==> src/rtl/snn_presentation_sequencer_if.sv <==
// rtl/snn_presentation_sequencer_if.sv - harness/core signal bundle for the SNN presentation sequencer
interface snn_presentation_sequencer_if #(
    parameter int NUM_NEURONS = 100
);
    localparam int IDX_W = (NUM_NEURONS > 1) ? $clog2(NUM_NEURONS) : 1;

    logic                   start;
    logic [31:0]            present_cycles;
    logic [31:0]            rest_cycles;
    logic [15:0]            min_spikes;
    logic                   image_ack;
    logic [NUM_NEURONS-1:0] exc_spikes;
    logic                   image_req;
    logic                   net_reset;
    logic                   generator_enable;
    logic                   neuron_en;
    logic                   busy;
    logic                   done;
    logic                   winner_valid;
    logic [IDX_W-1:0]       winner_idx;
    logic [15:0]            total_spikes;
    logic [2:0]             intensity_boost;

    modport master (
        output start, present_cycles, rest_cycles, min_spikes, image_ack, exc_spikes,
        input  image_req, net_reset, generator_enable, neuron_en, busy, done,
               winner_valid, winner_idx, total_spikes, intensity_boost
    );

    modport slave (
        input  start, present_cycles, rest_cycles, min_spikes, image_ack, exc_spikes,
        output image_req, net_reset, generator_enable, neuron_en, busy, done,
               winner_valid, winner_idx, total_spikes, intensity_boost
    );
endinterface

==> src/rtl/snn_presentation_sequencer.sv <==
// rtl/snn_presentation_sequencer.sv - per-image load/reset/present/argmax/rest sequencer; optional retry via SNN_SEQ_RETRY_EN
module snn_presentation_sequencer #(
    parameter int NUM_NEURONS = 100,
    parameter int CNT_WIDTH   = 8,
    parameter int MAX_RETRY   = 4
) (
    input  logic                         clk,
    input  logic                         reset_n,
    snn_presentation_sequencer_if.slave  bus
);
    localparam int IDX_W = (NUM_NEURONS > 1) ? $clog2(NUM_NEURONS) : 1;
    localparam int POP_W = $clog2(NUM_NEURONS + 1);
    localparam logic [CNT_WIDTH-1:0] CNT_MAX  = '1;
    localparam logic [IDX_W-1:0]     LAST_IDX = IDX_W'(NUM_NEURONS - 1);

    typedef enum logic [2:0] {
        S_IDLE, S_LOAD, S_NET_RST, S_PRESENT, S_EVAL, S_REST, S_DONE
    } state_t;

    state_t state, state_d;

    logic [31:0]          p_len, r_len, cyc;
    logic [CNT_WIDTH-1:0] cnt [NUM_NEURONS];
    logic [IDX_W-1:0]     scan_idx, best_idx;
    logic [CNT_WIDTH-1:0] best_cnt, scan_cnt;
    logic [POP_W-1:0]     pop;
    logic [16:0]          total_sum;
    logic [15:0]          total_q;
    logic                 retry_take, retry_pend;

    logic                 image_req_q, net_reset_q, gen_en_q, neuron_en_q;
    logic                 busy_q, done_q, winner_valid_q;
    logic [IDX_W-1:0]     winner_idx_q;

    always_comb begin
        pop = '0;
        for (int i = 0; i < NUM_NEURONS; i++) begin
            pop = pop + POP_W'(bus.exc_spikes[i]);
        end
    end

    assign total_sum = {1'b0, total_q} + 17'(pop);
    assign scan_cnt  = cnt[scan_idx];

`ifdef SNN_SEQ_RETRY_EN
    localparam int RETRY_W = $clog2(MAX_RETRY + 1);

    logic [15:0]        min_q;
    logic [RETRY_W-1:0] retry_cnt;
    logic [2:0]         boost_q;

    // Decision uses the final presentation total, evaluated in the last scan cycle.
    assign retry_take = (total_q < min_q) && (retry_cnt < RETRY_W'(MAX_RETRY));

    always_ff @(posedge clk or negedge reset_n) begin
        if (!reset_n) begin
            min_q     <= '0;
            retry_cnt <= '0;
            boost_q   <= '0;
        end else if (state == S_IDLE && bus.start) begin
            min_q     <= bus.min_spikes;
            retry_cnt <= '0;
            boost_q   <= '0;
        end else if (state == S_EVAL && scan_idx == LAST_IDX && retry_take) begin
            retry_cnt <= retry_cnt + RETRY_W'(1);
            boost_q   <= boost_q + 3'd1;
        end
    end

    assign bus.intensity_boost = boost_q;
`else
    assign retry_take          = 1'b0;
    assign bus.intensity_boost = 3'd0;
`endif

    always_comb begin
        state_d = state;
        case (state)
            S_IDLE:    if (bus.start) state_d = S_LOAD;
            S_LOAD:    if (bus.image_ack) state_d = S_NET_RST;
            S_NET_RST: state_d = S_PRESENT;
            S_PRESENT: if (cyc >= p_len) state_d = S_EVAL;
            S_EVAL: begin
                if (scan_idx == LAST_IDX) begin
                    if (r_len != 32'd0)  state_d = S_REST;
                    else if (retry_take) state_d = S_NET_RST;
                    else                 state_d = S_DONE;
                end
            end
            S_REST:    if (cyc >= r_len) state_d = retry_pend ? S_NET_RST : S_DONE;
            S_DONE:    state_d = S_IDLE;
            default:   state_d = S_IDLE;
        endcase
    end

    // Outputs are decoded from the next state so they switch on the entry edge.
    always_ff @(posedge clk or negedge reset_n) begin
        if (!reset_n) begin
            state          <= S_IDLE;
            p_len          <= '0;
            r_len          <= '0;
            cyc            <= '0;
            scan_idx       <= '0;
            best_idx       <= '0;
            best_cnt       <= '0;
            total_q        <= '0;
            retry_pend     <= 1'b0;
            image_req_q    <= 1'b0;
            net_reset_q    <= 1'b0;
            gen_en_q       <= 1'b0;
            neuron_en_q    <= 1'b0;
            busy_q         <= 1'b0;
            done_q         <= 1'b0;
            winner_valid_q <= 1'b0;
            winner_idx_q   <= '0;
        end else begin
            state       <= state_d;
            image_req_q <= (state_d == S_LOAD);
            net_reset_q <= (state_d == S_NET_RST);
            gen_en_q    <= (state_d == S_PRESENT);
            neuron_en_q <= (state_d == S_PRESENT) || (state_d == S_REST);
            busy_q      <= (state_d != S_IDLE);
            done_q      <= (state_d == S_DONE);
            cyc         <= (state_d != state) ? 32'd1 : cyc + 32'd1;

            case (state)
                S_IDLE: begin
                    if (bus.start) begin
                        p_len          <= bus.present_cycles;
                        r_len          <= bus.rest_cycles;
                        winner_valid_q <= 1'b0;
                    end
                end
                S_NET_RST: begin
                    total_q    <= '0;
                    scan_idx   <= '0;
                    best_idx   <= '0;
                    best_cnt   <= '0;
                    retry_pend <= 1'b0;
                end
                S_PRESENT: begin
                    total_q <= total_sum[16] ? 16'hFFFF : total_sum[15:0];
                end
                S_EVAL: begin
                    if (scan_cnt > best_cnt) begin
                        best_cnt <= scan_cnt;
                        best_idx <= scan_idx;
                    end
                    if (scan_idx == LAST_IDX) retry_pend <= retry_take;
                    else                      scan_idx   <= scan_idx + IDX_W'(1);
                end
                default: ;
            endcase

            // With R=0 DONE follows EVAL directly, so fold in the last scanned counter here.
            if (state_d == S_DONE) begin
                winner_valid_q <= 1'b1;
                winner_idx_q   <= (state == S_EVAL && scan_cnt > best_cnt) ? scan_idx : best_idx;
            end
        end
    end

    always_ff @(posedge clk or negedge reset_n) begin
        if (!reset_n) begin
            for (int i = 0; i < NUM_NEURONS; i++) cnt[i] <= '0;
        end else if (state == S_NET_RST) begin
            for (int i = 0; i < NUM_NEURONS; i++) cnt[i] <= '0;
        end else if (state == S_PRESENT) begin
            for (int i = 0; i < NUM_NEURONS; i++) begin
                if (bus.exc_spikes[i] && cnt[i] != CNT_MAX) cnt[i] <= cnt[i] + CNT_WIDTH'(1);
            end
        end
    end

    assign bus.image_req        = image_req_q;
    assign bus.net_reset        = net_reset_q;
    assign bus.generator_enable = gen_en_q;
    assign bus.neuron_en        = neuron_en_q;
    assign bus.busy             = busy_q;
    assign bus.done             = done_q;
    assign bus.winner_valid     = winner_valid_q;
    assign bus.winner_idx       = winner_idx_q;
    assign bus.total_spikes     = total_q;
endmodule

==> src/flat_wrapper.sv <==
// flat-port wrapper written by rule: the top's interface ports become plain ports
module snn_presentation_sequencer_flat 
#(
    parameter int NUM_NEURONS = 100,
    parameter int CNT_WIDTH   = 8,
    parameter int MAX_RETRY   = 4
)
  (clk, reset_n, bus_start, bus_present_cycles, bus_rest_cycles, bus_min_spikes, bus_image_ack, bus_exc_spikes, bus_image_req, bus_net_reset, bus_generator_enable, bus_neuron_en, bus_busy, bus_done, bus_winner_valid, bus_winner_idx, bus_total_spikes, bus_intensity_boost);
  snn_presentation_sequencer_if #(.NUM_NEURONS(NUM_NEURONS)) bus_i ();
  input  logic clk;
  input  logic reset_n;
  input wire logic [$bits(bus_i.start)-1:0] bus_start;
  input wire logic [$bits(bus_i.present_cycles)-1:0] bus_present_cycles;
  input wire logic [$bits(bus_i.rest_cycles)-1:0] bus_rest_cycles;
  input wire logic [$bits(bus_i.min_spikes)-1:0] bus_min_spikes;
  input wire logic [$bits(bus_i.image_ack)-1:0] bus_image_ack;
  input wire logic [$bits(bus_i.exc_spikes)-1:0] bus_exc_spikes;
  output wire logic [$bits(bus_i.image_req)-1:0] bus_image_req;
  output wire logic [$bits(bus_i.net_reset)-1:0] bus_net_reset;
  output wire logic [$bits(bus_i.generator_enable)-1:0] bus_generator_enable;
  output wire logic [$bits(bus_i.neuron_en)-1:0] bus_neuron_en;
  output wire logic [$bits(bus_i.busy)-1:0] bus_busy;
  output wire logic [$bits(bus_i.done)-1:0] bus_done;
  output wire logic [$bits(bus_i.winner_valid)-1:0] bus_winner_valid;
  output wire logic [$bits(bus_i.winner_idx)-1:0] bus_winner_idx;
  output wire logic [$bits(bus_i.total_spikes)-1:0] bus_total_spikes;
  output wire logic [$bits(bus_i.intensity_boost)-1:0] bus_intensity_boost;
  assign bus_i.start = bus_start;
  assign bus_i.present_cycles = bus_present_cycles;
  assign bus_i.rest_cycles = bus_rest_cycles;
  assign bus_i.min_spikes = bus_min_spikes;
  assign bus_i.image_ack = bus_image_ack;
  assign bus_i.exc_spikes = bus_exc_spikes;
  assign bus_image_req = bus_i.image_req;
  assign bus_net_reset = bus_i.net_reset;
  assign bus_generator_enable = bus_i.generator_enable;
  assign bus_neuron_en = bus_i.neuron_en;
  assign bus_busy = bus_i.busy;
  assign bus_done = bus_i.done;
  assign bus_winner_valid = bus_i.winner_valid;
  assign bus_winner_idx = bus_i.winner_idx;
  assign bus_total_spikes = bus_i.total_spikes;
  assign bus_intensity_boost = bus_i.intensity_boost;
  snn_presentation_sequencer #(.NUM_NEURONS(NUM_NEURONS), .CNT_WIDTH(CNT_WIDTH), .MAX_RETRY(MAX_RETRY)) u_core (.clk(clk), .reset_n(reset_n), .bus(bus_i));
endmodule
==> config.mk <==
export PLATFORM = sky130hd
export DESIGN_NAME = snn_presentation_sequencer_flat
export DESIGN_NICKNAME = d
export VERILOG_FILES = /design/src/rtl/snn_presentation_sequencer_if.sv /design/src/rtl/snn_presentation_sequencer.sv /design/src/flat_wrapper.sv
export SDC_FILE = /design/constraint.sdc
export NUM_CORES = 2
export LEC_CHECK = 0
export CORE_MARGIN = 10
export CORE_UTILIZATION = 36
export DETAILED_ROUTE_END_ITERATION = 7
export SLEW_MARGIN = 20
export SYNTH_ARGS = -nofsm -noshare
export SYNTH_HDL_FRONTEND = slang
export SYNTH_SLANG_ARGS = --single-unit
export TNS_END_PERCENT = 30
==> constraint.sdc <==
create_clock -name clk -period 5 [get_ports clk]
set_input_delay 0.5 -clock clk [delete_from_list [all_inputs] [get_ports clk]]
set_output_delay 0.5 -clock clk [all_outputs]
set_load 0.02 [all_outputs]
### Word level (Yosys, flattened, before mapping)

Index checks and enable logic that the tools add are counted.

| operators by class | value |
|---|---|
| $add $sub $neg | 202 |
| order comparisons | 4 |
| equal/unequal tests | 115 |
| mux-type cells | 128 |
| bitwise operators | 1 |
| reductions and logical operators | 314 |

Operator list:

| cell | number |
|---|---|
| 2-to-1 mux 800 bit | 2 |
| 2-to-1 mux 8 bit | 103 |
| adder 8 x 1 -> 8 bit, second input constant | 100 |
| != test 8 bit, second input constant | 100 |
| adder 7 x 1 -> 7 bit | 98 |
| AND reduction 2 bit | 105 |
| nonzero test 2 bit | 104 |
| logical AND 1 bit | 101 |
| greater-or-equal comparator 32 bit | 2 |
| binary-select mux 8 bit (select 7 bit) | 1 |
| adder 32 x 1 -> 32 bit, second input constant | 1 |
| 2-to-1 mux 32 bit | 1 |
| one-hot mux 16 bit (2 select lines) | 1 |
| nonzero test 32 bit | 1 |
| one-hot mux 7 bit (2 select lines) | 2 |
| 2-to-1 mux 7 bit | 3 |
| 2-to-1 mux 3 bit | 6 |
| one-hot mux 3 bit (6 select lines) | 1 |
| adder 16 x 7 -> 17 bit | 1 |
| 2-to-1 mux 16 bit | 1 |
| one-hot mux 8 bit (2 select lines) | 1 |
| == test 3 x 2 -> 1 bit, second input constant | 4 |
| == test 3 bit, second input constant | 4 |
| greater-or-equal comparator 8 bit, second input constant | 1 |
| 15 further kinds | 20 |

| word-level totals | value |
|---|---|
| register bits | 952 |
| input bits | 184 |

### Depth between registers and ports, before layout

| depth | value |
|---|---|
| depth in word-level cells | 102 |
| depth in mapped cells | 30 |

### Worst setup path before layout

Ideal clock, no wire load.

| timing | value |
|---|---|
| path kind | input to register |
| start | input bus_exc_spikes[0] |
| end | register u_core.total_q[13] (netlist: u_core.bus.total_spikes[13]) |
| setup time | 0.099 ns |
| arrival time | 7.930 ns |
| path slack | -3.030 ns |
| stages | 25 |
| path buffers | 0 |
| path through | ha_1 inv_1 fa_1 fa_1 fa_1 fa_1 fa_1 fa_1 fa_1 fa_1 fa_1 fa_1 fa_1 inv_1 a21oi_1 o21bai_1 a21o_1 a21oi_1 xnor2_1 ha_1 o21a_1 a21oi_1 nor3b_2 nor2_1 a311oi_1 |

| on the way | value |
|---|---|
| word-level cells in the longest chain between the ends | 102 |

Ends and longest elaborated chain:

| what | line | RTL |
|---|---|---|
| start, declared | flat_wrapper.sv:17 | `input wire logic [$bits(bus_i.exc_spikes)-1:0] bus_exc_spikes;` |
| adder 1 x 1 -> 2 bit | snn_presentation_sequencer.sv:38 | `pop = pop + POP_W'(bus.exc_spikes[i]);` |
| adder 7 x 1 -> 7 bit (98 in a row) | snn_presentation_sequencer.sv:38 |  |
| adder 16 x 7 -> 17 bit | snn_presentation_sequencer.sv:42 | `assign total_sum = {1'b0, total_q} + 17'(pop);` |
| 2-to-1 mux 16 bit | snn_presentation_sequencer.sv:142 | `total_q <= total_sum[16] ? 16'hFFFF : total_sum[15:0];` |
| one-hot mux 16 bit (2 select lines) | snn_presentation_sequencer.sv:126 | `case (state)` |
| end signal, assigned | snn_presentation_sequencer.sv:142 |  |
| end, declared | snn_presentation_sequencer.sv:28 | `logic [15:0] total_q;` |

Every way passes these cells.
A chain may end at the register's enable or synchronous reset.

### Worst setup path in the final report

| timing | value |
|---|---|
| start | input bus_exc_spikes[84] |
| end | register u_core.total_q[13] (netlist: u_core.bus.total_spikes[13]) |

| on the way | value |
|---|---|
| word-level cells in the longest chain between the ends | 19 |

Ends and longest elaborated chain:

| what | line |
|---|---|
| adder 7 x 1 -> 7 bit (16 in a row) | snn_presentation_sequencer.sv:38 |
| adder 16 x 7 -> 17 bit | snn_presentation_sequencer.sv:42 |
| 2-to-1 mux 16 bit | snn_presentation_sequencer.sv:142 |
| one-hot mux 16 bit (2 select lines) | snn_presentation_sequencer.sv:126 |

Every way passes these cells.

==> metrics <==
asr flop ratio synth=100%; CP Capture Type=flip-flop; setup TNS=-39.85 ns; post-route antenna net violation count=0; commonest non-fill, non-tap cell in the layout=dfrtp_1; DR pass1 iterations=5; number of DRC markers in iteration 0=3557; Yosys cell types=75; vias in the first global route=42400; post-synthesis adder-cell area fraction=7.74%; RSZ-0062 raised after global routing=yes; io pins=217; crit-path max cell delay=0.64 ns; Worst Setup Path Type=in -> reg; WL per Instance=20.5 µm; Slew headroom=30.8%; crit-path max FO=4; post-synthesis compound-gate area fraction=8.00%; failing checks=negative setup slack; Max Freq=133 MHz; final setup fails=16; Synth warnings=0; Clock Sinks=951; first-pass GRT wire length=255000 µm; Hold Path Class=in -> reg; Synth-to-Final Area Change=17.0%; Crit-path slowest cell=fa_2; Post-Synth XOR/XNOR Area=9.01%; Vias/cell=5.39; initial antenna violation count=7; Die H=413 µm; CP required=5.63 ns; CTS root buf=clkbuf_16; Mapped Cells=5500; total track usage=19.0%; Final HPWL DP=122000 µm; area share of and/or/nand/nor cells after synthesis=18.6%; clock input transition at the sequential cells of the worst setup and hold paths=0.06 ns; Routed Wire Length=164000 µm; Final WS setup=-2.53 ns; max_cap viols=0; post-synthesis area per instance=10.1 µm²; outcome=finished, violations left; Top FF cell, synth=dfrtp_1; Slew @ Worst Pin=1.03 ns; proportion of layout cells with a drive suffix above 1=13.4%; die width=413 µm; Longest Clk Path Bufs=3; period utilisation layout=151%; Cell Rows=144; largest net degree at the start of global routing=119; critical path's most frequent cell=fa_1; drc violations=0; nets@finish=6311; port bufs=197; register area share after synthesis=42.9%; core area=154000 µm²; Starting Density=36.1%; Tmin final=7.53 ns; via count=43000; Remaining Overflow, GRT=0; endpoints failing hold=0; Netlist Area Pre-Place=55500 µm²; Die Area=170000 µm²; setup slack at placement=-4.04 ns; largest family of logic cells by synthesized area=simple AND/OR/NAND/NOR gates; crit path launch type=input pin; Slew Viols, Final=0; Peak VDD IR=4.42 mV; CTS tree=yes; Inserted Clock Buffers=110; worst skew pair latency=0.75 ns; skew final=0.0738 ns; EDFF count, synth=0; #FFs+latches synth=951; Lkg Pwr=28.0 nW; PD cells=820 nW/µm²; Worst EP arrival=8.15 ns; commonest non-fill, non-tap cells in the layout=dfrtp_1 (948), nor2_1 (766), nand2_1 (487), xor2_1 (383), o21ai_0 (256); mux share of post-synthesis cell area=10.2%; H-tree Lvls=3; gp weighted congestion=0.893
through the flow:
stage                     hold WS (ns)  total power [mW]  utilization, %  std cells  area [µm²]
final                            0.286              53.3            42.2       7971       64900
after global routing             0.274              55.9            42.2       7971       64900
after CTS                        0.271              53.0            42.3       7968       65000
after detailed placement         0.486              42.4            39.8       7757       61200
after global placement           0.476              41.4            39.8       7756       61200
after floorplan                  0.204              31.8               -       5502       55500
metal layers:
metal / vias to the layer above / wire length (µm) / share of wire [%] / track usage [%]
met5: - / 44 / 0.027 / 0
met4: 6 / 4410 / 2.7 / 4.91
met3: 240 / 11300 / 6.9 / 4.32
met2: 1157 / 75600 / 46 / 30.4
met1: 21500 / 72200 / 44 / 26.0
li1: 20100 / - / - / -
critical path, delay by kind of cell:
kind	cells	cell delay (ns)
AO/OA/AOI/OAI	6	1.02
adder cells (fa/ha/maj)	12	5.69
XOR/XNOR	1	0.15
AND/OR/NAND/NOR	1	0.08
buffers and inverters	9	0.71
registers in the layout, indices dropped and copies added (netlist names), 3 cells and up:
name                     count
u_core.bus.total_spikes     16
u_core.r_len                32
u_core.cnt                 800
u_core.cyc                  32
u_core.p_len                32
u_core.state                 3
u_core.best_idx              7
u_core.best_cnt              8
u_core.bus.winner_idx        7
u_core.scan_idx              7
cell families (layout without fill, tap and decap cells):
kind of cell,Yosys count,count (layout)
and+or+nand+nor,2171,2171
DFF,951,951
AOI/OAI and AO/OA,732,732
xor gates and xnor gates,571,571
buffers and inverters,453,877
muxes,331,331
adders and majority gates,290,290
other,1,4
report_power, final:
| part | switching [mW] | internal, mW |
|---|---|---|
| Sequential | 2.43 | 9.75 |
| Clock | 3.40 | 4.77 |
| Combinational | 16.1 | 16.8 |
| Total | 21.9 | 31.3 |
synth_stat cells, types with 9 or more instances:
cell type,n,area (µm²)
a211oi_1,11,82.6
a21o_1,9,67.6
a21oi_1,237,1190
a22o_1,12,105
a22oi_1,41,308
a31oi_1,16,100
and3_1,91,569
buf_1,13,48.8
buf_2,43,215
buf_4,9,67.6
buf_6,14,158
clkbuf_1,123,462
dfrtp_1,951,23800
fa_1,89,1780
ha_1,201,2510
inv_1,243,912
mux2_1,11,124
mux2_2,20,225
mux2i_1,115,1150
mux4_2,185,4170
nand2_1,487,1830
nand2b_1,16,100
nand3_1,195,976
nand4_1,241,1510
nor2_1,770,2890
nor2b_1,18,113
nor3_1,93,465
nor3_2,33,330
nor4_1,21,131
o211a_2,32,320
o211ai_1,14,105
o21ai_0,267,1340
o22ai_1,21,131
o311ai_1,10,87.6
or3_1,176,1100
xnor2_1,188,1650
xor2_1,383,3350
layout make-up:
cell class                      instances  area, µm²
Antenna cell                            1       2.50
Clock buffer                          158       3140
Clock inverter                         43        489
Fill cell                           14700      88800
Inverter                              244        926
Multi-Input combinational cell       4098      29900
Sequential cell                       951      23800
Tap cell                             2044       2560
Timing Repair Buffer                  432       4140
path summary, 6_finish.rpt:
check | from | to | slack [ns] | cells past startpoint
max | bus_exc_spikes[84] | u_core.bus.total_spikes[13] | -2.53 | 29
max reg2reg | u_core.scan_idx[0] | u_core.bus.winner_idx[2] | 0.21 | 15
max in group asynchronous | reset_n | u_core.cnt[722] | 3.33 | 3
min in group asynchronous | reset_n | u_core.cnt[659] | 0.46 | 2
min reg2reg | u_core.best_idx[2] | u_core.best_idx[2] | 0.50 | 1
min | bus_exc_spikes[86] | u_core.cnt[104] | 0.29 | 4
what timing repair did:
item	CTS	global route
buffers inserted	9	4
endpoints found under the hold margin	75	0
resized for setup	143	57
hold buffers	1	0
setup endpoints to repair	16	16
pin swaps	60	53
Power figures use the tool's default switching activity.
